<file path="config.mk">
export PLATFORM = sky130hd
export DESIGN_NAME = step_ctrl
export DESIGN_NICKNAME = d
export VERILOG_FILES = /design/src/rtl/step_ctrl_pkg.sv /design/src/rtl/btn_debounce.sv /design/src/rtl/step_ctrl.sv
export SDC_FILE = /design/constraint.sdc
export NUM_CORES = 1
export LEC_CHECK = 0
export CELL_PAD_IN_SITES_DETAIL_PLACEMENT = 1
export CELL_PAD_IN_SITES_GLOBAL_PLACEMENT = 2
export CORE_MARGIN = 4
export CORE_UTILIZATION = 37
export CTS_CLUSTER_DIAMETER = 40
export DETAILED_ROUTE_END_ITERATION = 16
export MAX_ROUTING_LAYER = met4
export PLACE_DENSITY = 0.8
export SLEW_MARGIN = 25
export SYNTH_ARGS = -nofsm -noshare
export SYNTH_HDL_FRONTEND = slang
export SYNTH_SLANG_ARGS = --single-unit
</file>
<file path="constraint.sdc">
create_clock -name clock -period 2.71 [get_ports clock]
set_clock_uncertainty 0.2 [all_clocks]
set_input_delay 0.271 -clock clock [delete_from_list [all_inputs] [get_ports clock]]
set_output_delay 0.271 -clock clock [all_outputs]
set_load 0.05 [all_outputs]
</file>
<file path="src/rtl/step_ctrl_pkg.sv">
// rtl/step_ctrl_pkg.sv - shared state encoding and defaults for step_ctrl
// Contents: state_e (HALT/RUN/STEP), default debounce length.
package step_ctrl_pkg;

  localparam int DEBOUNCE_CYCLES_DEF = 4;

  typedef enum logic [1:0] {
    ST_HALT = 2'd0,
    ST_RUN  = 2'd1,
    ST_STEP = 2'd2
  } state_e;

endpackage

</file>
<file path="src/rtl/btn_debounce.sv">
// rtl/btn_debounce.sv - button synchronizer, debouncer and rising-edge pulse
// Ports:
//   clock  - system clock
//   reset  - asynchronous active-low reset
//   btn    - raw asynchronous button level
//   pulse  - one-cycle pulse per accepted rising edge of the debounced level
module btn_debounce #(
  parameter int DEBOUNCE_CYCLES = 4
) (
  input  logic clock,
  input  logic reset,
  input  logic btn,
  output logic pulse
);

  localparam logic [7:0] CNT_LAST = 8'(DEBOUNCE_CYCLES - 1);

  logic       sync1_q, sync1_d;
  logic       sync2_q, sync2_d;
  logic       level_q, level_d;
  logic       level_prev_q, level_prev_d;
  logic [7:0] cnt_q, cnt_d;
  logic       pulse_q, pulse_d;

  always_comb begin
    sync1_d      = btn;
    sync2_d      = sync1_q;
    level_d      = level_q;
    cnt_d        = 8'd0;
    // Any cycle agreeing with the accepted level restarts the run count.
    if (sync2_q != level_q) begin
      if (cnt_q == CNT_LAST) begin
        level_d = ~level_q;
        cnt_d   = 8'd0;
      end else begin
        cnt_d = cnt_q + 8'd1;
      end
    end
    level_prev_d = level_q;
    // Edge detected from registered levels, so the pulse lands one cycle
    // after the level flips.
    pulse_d      = level_q & ~level_prev_q;
  end

  always_ff @(posedge clock or negedge reset) begin
    if (!reset) begin
      sync1_q      <= 1'b0;
      sync2_q      <= 1'b0;
      level_q      <= 1'b0;
      level_prev_q <= 1'b0;
      cnt_q        <= 8'd0;
      pulse_q      <= 1'b0;
    end else begin
      sync1_q      <= sync1_d;
      sync2_q      <= sync2_d;
      level_q      <= level_d;
      level_prev_q <= level_prev_d;
      cnt_q        <= cnt_d;
      pulse_q      <= pulse_d;
    end
  end

  assign pulse = pulse_q;

endmodule

</file>
<file path="src/rtl/step_ctrl.sv">
// rtl/step_ctrl.sv - run/halt/single-step controller for a core
// Ports:
//   clock, reset          - clock, asynchronous active-low reset
//   change_btn, step_btn  - raw run/halt toggle and single-step buttons
//   burst_len             - instructions per step request (0 means 1)
//   instr_done            - one pulse per retired instruction
//   run_en                - core advance enable (RUN or STEP)
//   mode_run, busy        - high in RUN, high in STEP
//   step_count            - completed step bursts, modulo 256
module step_ctrl
  import step_ctrl_pkg::*;
#(
  parameter int DEBOUNCE_CYCLES = DEBOUNCE_CYCLES_DEF
) (
  input  logic       clock,
  input  logic       reset,
  input  logic       change_btn,
  input  logic       step_btn,
  input  logic [3:0] burst_len,
  input  logic       instr_done,
  output logic       run_en,
  output logic       mode_run,
  output logic       busy,
  output logic [7:0] step_count
);

  logic change_pulse;
  logic step_pulse;

  btn_debounce #(.DEBOUNCE_CYCLES(DEBOUNCE_CYCLES)) u_change_db (
    .clock (clock),
    .reset (reset),
    .btn   (change_btn),
    .pulse (change_pulse)
  );

  btn_debounce #(.DEBOUNCE_CYCLES(DEBOUNCE_CYCLES)) u_step_db (
    .clock (clock),
    .reset (reset),
    .btn   (step_btn),
    .pulse (step_pulse)
  );

  state_e     state_q, state_d;
  logic [3:0] remaining_q, remaining_d;
  logic [7:0] step_count_q, step_count_d;

  always_comb begin
    state_d      = state_q;
    remaining_d  = remaining_q;
    step_count_d = step_count_q;
    case (state_q)
      ST_HALT: begin
        // Change wins over a simultaneous step request; the step is dropped.
        if (change_pulse) begin
          state_d = ST_RUN;
        end else if (step_pulse) begin
          state_d     = ST_STEP;
          remaining_d = (burst_len == 4'd0) ? 4'd1 : burst_len;
        end
      end
      ST_RUN: begin
        if (change_pulse) state_d = ST_HALT;
      end
      ST_STEP: begin
        // Abort takes priority over a final retirement in the same cycle.
        if (change_pulse) begin
          state_d     = ST_RUN;
          remaining_d = 4'd0;
        end else if (instr_done) begin
          if (remaining_q == 4'd1) begin
            state_d      = ST_HALT;
            remaining_d  = 4'd0;
            step_count_d = step_count_q + 8'd1;
          end else begin
            remaining_d = remaining_q - 4'd1;
          end
        end
      end
      default: begin
        state_d     = ST_HALT;
        remaining_d = 4'd0;
      end
    endcase
  end

  always_ff @(posedge clock or negedge reset) begin
    if (!reset) begin
      state_q      <= ST_HALT;
      remaining_q  <= 4'd0;
      step_count_q <= 8'd0;
    end else begin
      state_q      <= state_d;
      remaining_q  <= remaining_d;
      step_count_q <= step_count_d;
    end
  end

  // Decoded straight from the state register so reset clears them at once.
  assign run_en     = (state_q == ST_RUN) || (state_q == ST_STEP);
  assign mode_run   = (state_q == ST_RUN);
  assign busy       = (state_q == ST_STEP);
  assign step_count = step_count_q;

endmodule

</file>
==> reports/results.txt, run 1 <==
outcome = finished, final reports clean
Reg clk slew, reported paths = 0.08 ns
Syn. warnings = 0
crit path max fanout = 9
syn nets = 192
gr ovfl total = 0
max-slew violations = 0
Post-Synth Simple-Gate Area = 18.2%
Final period util = 91.2%
Mean Syn Cell Area = 11.0 um^2
critical path capture point type = output pin
total power = 2.19 mW
CTS sink cnt = 40
first-pass GRT wire length = 6970 um
H-Tree Depth = 2
RSZ-0062 raised after global routing = false
Synth Area in Compound Gates = 12.5%
Reg2Reg Depth = 6
share of cells above drive strength 1 = 8.00%
setup TNS = 0 ns
Peak VDD IR = 0.354 mV
CTS resizes = 0
Max-cap violations = 0
per-cell routed wire length = 14.9 um
Power Density = 942 mW/mm^2
adder and majority cell fraction of the synthesized area = 5.19%
Post-synth ARST share = 100%
LEAKAGE = 1.00 nW
initial drt markers = 41
vias in the first global route = 1508
worst-margin pin slew = 0.857 ns
Routed WL = 4010 um
Die Ht = 80.2 um
Longest Clk Path Bufs = 2
Post-Syn Area = 0.00193 mm^2
# port buffers = 19
fmax = 404 MHz
Worst slew margin = 42.9%
TritonRoute pass-1 iters = 4
Synth-to-Final Area Change = 20.7%
min-delay worst type = flop to flop
pin count of the biggest net entering global routing = 41
DR vias/cell = 5.13
Final min period = 2.47 ns
CTS Root Buffer Type = clkbuf_8
Hold Path Depth = 0
mux cell area share after synthesis = 1.75%
initial antenna violation count = 0
TritonCTS buffer count = 5
Initial Utilization = 38.0%
DP HPWL = 2980 um
die width = 80.2 um
worst-skew pair later-pin latency = 0.30 ns
Placed Instances = 261
hold slack = 0.156 ns
setup violators final = 0
DRC = 0
GPL Wtd Cong = 0.883
combinational family with the most area after synthesis = simple AND/OR/NAND/NOR gates
fin cells = 270
crit path kind = flop to output pin
critical path launch point type = flop
Fin. Hold Viols = 0
n_diodes = 0
Overall Global Routing Usage = 14.7%
post-route ant nets = 0
Synth cell types = 47
row count = 26
CP Data Arrival Time = 2.00 ns
Core ar. = 0.00507 mm^2
CTS tree = yes
Post-Synthesis Cells = 175
Worst EP required = 2.24 ns
EDFF count, synth = 0
post-synthesis xor/xnor area fraction = 6.81%
Total Nets Final = 216
vias post-DR = 1386
ys flop type = dfrtp_1
IO Pins = 20
Yosys reg bits = 40
die area = 0.00643 mm^2
Seq/Total Area, Yosys = 51.9%
repair_timing:
action | 4_1_cts | 5_1_grt
hold endpoints to repair | 40 | 0
buffers inserted | 0 | 0
hold buffers | 1 | 0
stage by stage:
stage          util (%)  setup WS [ns]  area (um^2)
2_1_floorplan         -          0.489         1930
3_3_place_gp       43.2          0.625         2190
3_5_place_dp       43.2          0.561         2190
4_1_cts            45.9          0.223         2330
5_1_grt            45.9          0.157         2330
6_report           45.9          0.237         2330
state kept, by name, summed over array words and instances (netlist names), 2 cells and up:
register	flops
u_change_db.cnt_q	8
u_step_db.cnt_q	8
remaining_q	4
state_q	2
step_count	8
worst max-delay path: stages (launching register included):
cell	delay (ns)
dfrtp_1	0.40
inv_1	0.10
ha_1	0.33
clkdlybuf4s50_1	0.87
worst paths after layout:
check / start / end / slack (ns)
max: state_q[1]$_DFFE_PN0P_ / mode_run / 0.24
min: u_change_db.sync1_q$_DFF_PN0_ / u_change_db.sync2_q$_DFF_PN0_ / 0.16
max reg2reg: state_q[0]$_DFFE_PN0P_ / remaining_q[1]$_DFFE_PN0P_ / 0.60
min reg2reg: u_change_db.sync1_q$_DFF_PN0_ / u_change_db.sync2_q$_DFF_PN0_ / 0.16
max in group asynchronous: reset / u_step_db.cnt_q[0]$_DFF_PN0_ / 1.35
min in group asynchronous: reset / remaining_q[2]$_DFFE_PN0P_ / 0.42
synthesized netlist by cell type (3+ instances only):
cell,number,area share [%]
a21oi_1,6,1.6
a221oi_1,4,1.8
dfrtp_1,40,52
ha_1,8,5.2
inv_1,12,2.3
mux2_1,3,1.8
nand2_1,8,1.6
nand2b_1,3,0.97
nand3_1,9,2.3
nand4_1,5,1.6
nor2_1,10,1.9
nor2b_1,3,0.97
o21ai_0,7,1.8
or3_1,6,1.9
xnor2_1,10,4.5
xor2_1,5,2.3
cells by family after synthesis:
group           after synthesis
compound gates               33
xor+xnor                     15
fa+ha+maj                     8
buf+inv                      17
flops                        40
mux                           3
simple gates                 59
power by group:
part / switching (mW) / internal (mW) / total (mW)
registers: 0.137 / 0.727 / 0.865
logic: 0.456 / 0.335 / 0.791
clock network: 0.210 / 0.325 / 0.535
total: 0.804 / 1.39 / 2.19
layout make-up:
| type | instances | area, um^2 |
|---|---|---|
| repair buffers | 22 | 210 |
| multi-input cells | 118 | 857 |
| inverters | 12 | 45.0 |
| flip-flops and latches | 40 | 1000 |
| well taps | 70 | 87.6 |
| fillers | 582 | 2750 |
| clock buffers | 7 | 96.3 |
| clock inverters | 1 | 30.0 |
metal layers:
metal	vias to the layer above	global-route usage, %	routed length, um
li1	674	-	-
met5	-	-	0
met1	680	15.8	1690
met3	5	4.71	209
met4	0	6.59	63
met2	27	24.8	2050
cell usage in the layout (no fill, tap or decap), types with 7 or more instances in the layout:
cell / instances
xnor2_1: 10
dfrtp_1: 40
clkdlybuf4s50_1: 18
nand2_1: 8
clkbuf_8: 7
o21ai_0: 7
nand3_1: 9
inv_1: 12
ha_1: 8
nor2_1: 10
Note: power is estimated with default switching activity, not from simulation.
==> inputs of run 2 (changes only) <==
--- a/config.mk
+++ b/config.mk
@@ -13,6 +13,7 @@
 export DETAILED_ROUTE_END_ITERATION = 16
 export MAX_ROUTING_LAYER = met4
 export PLACE_DENSITY = 0.8
+export SKIP_CTS_REPAIR_TIMING = 1
 export SLEW_MARGIN = 25
 export SYNTH_ARGS = -nofsm -noshare
 export SYNTH_HDL_FRONTEND = slang
==> results of run 2 <==
The final DEF is identical to that of run 1; final timing and power are the same.
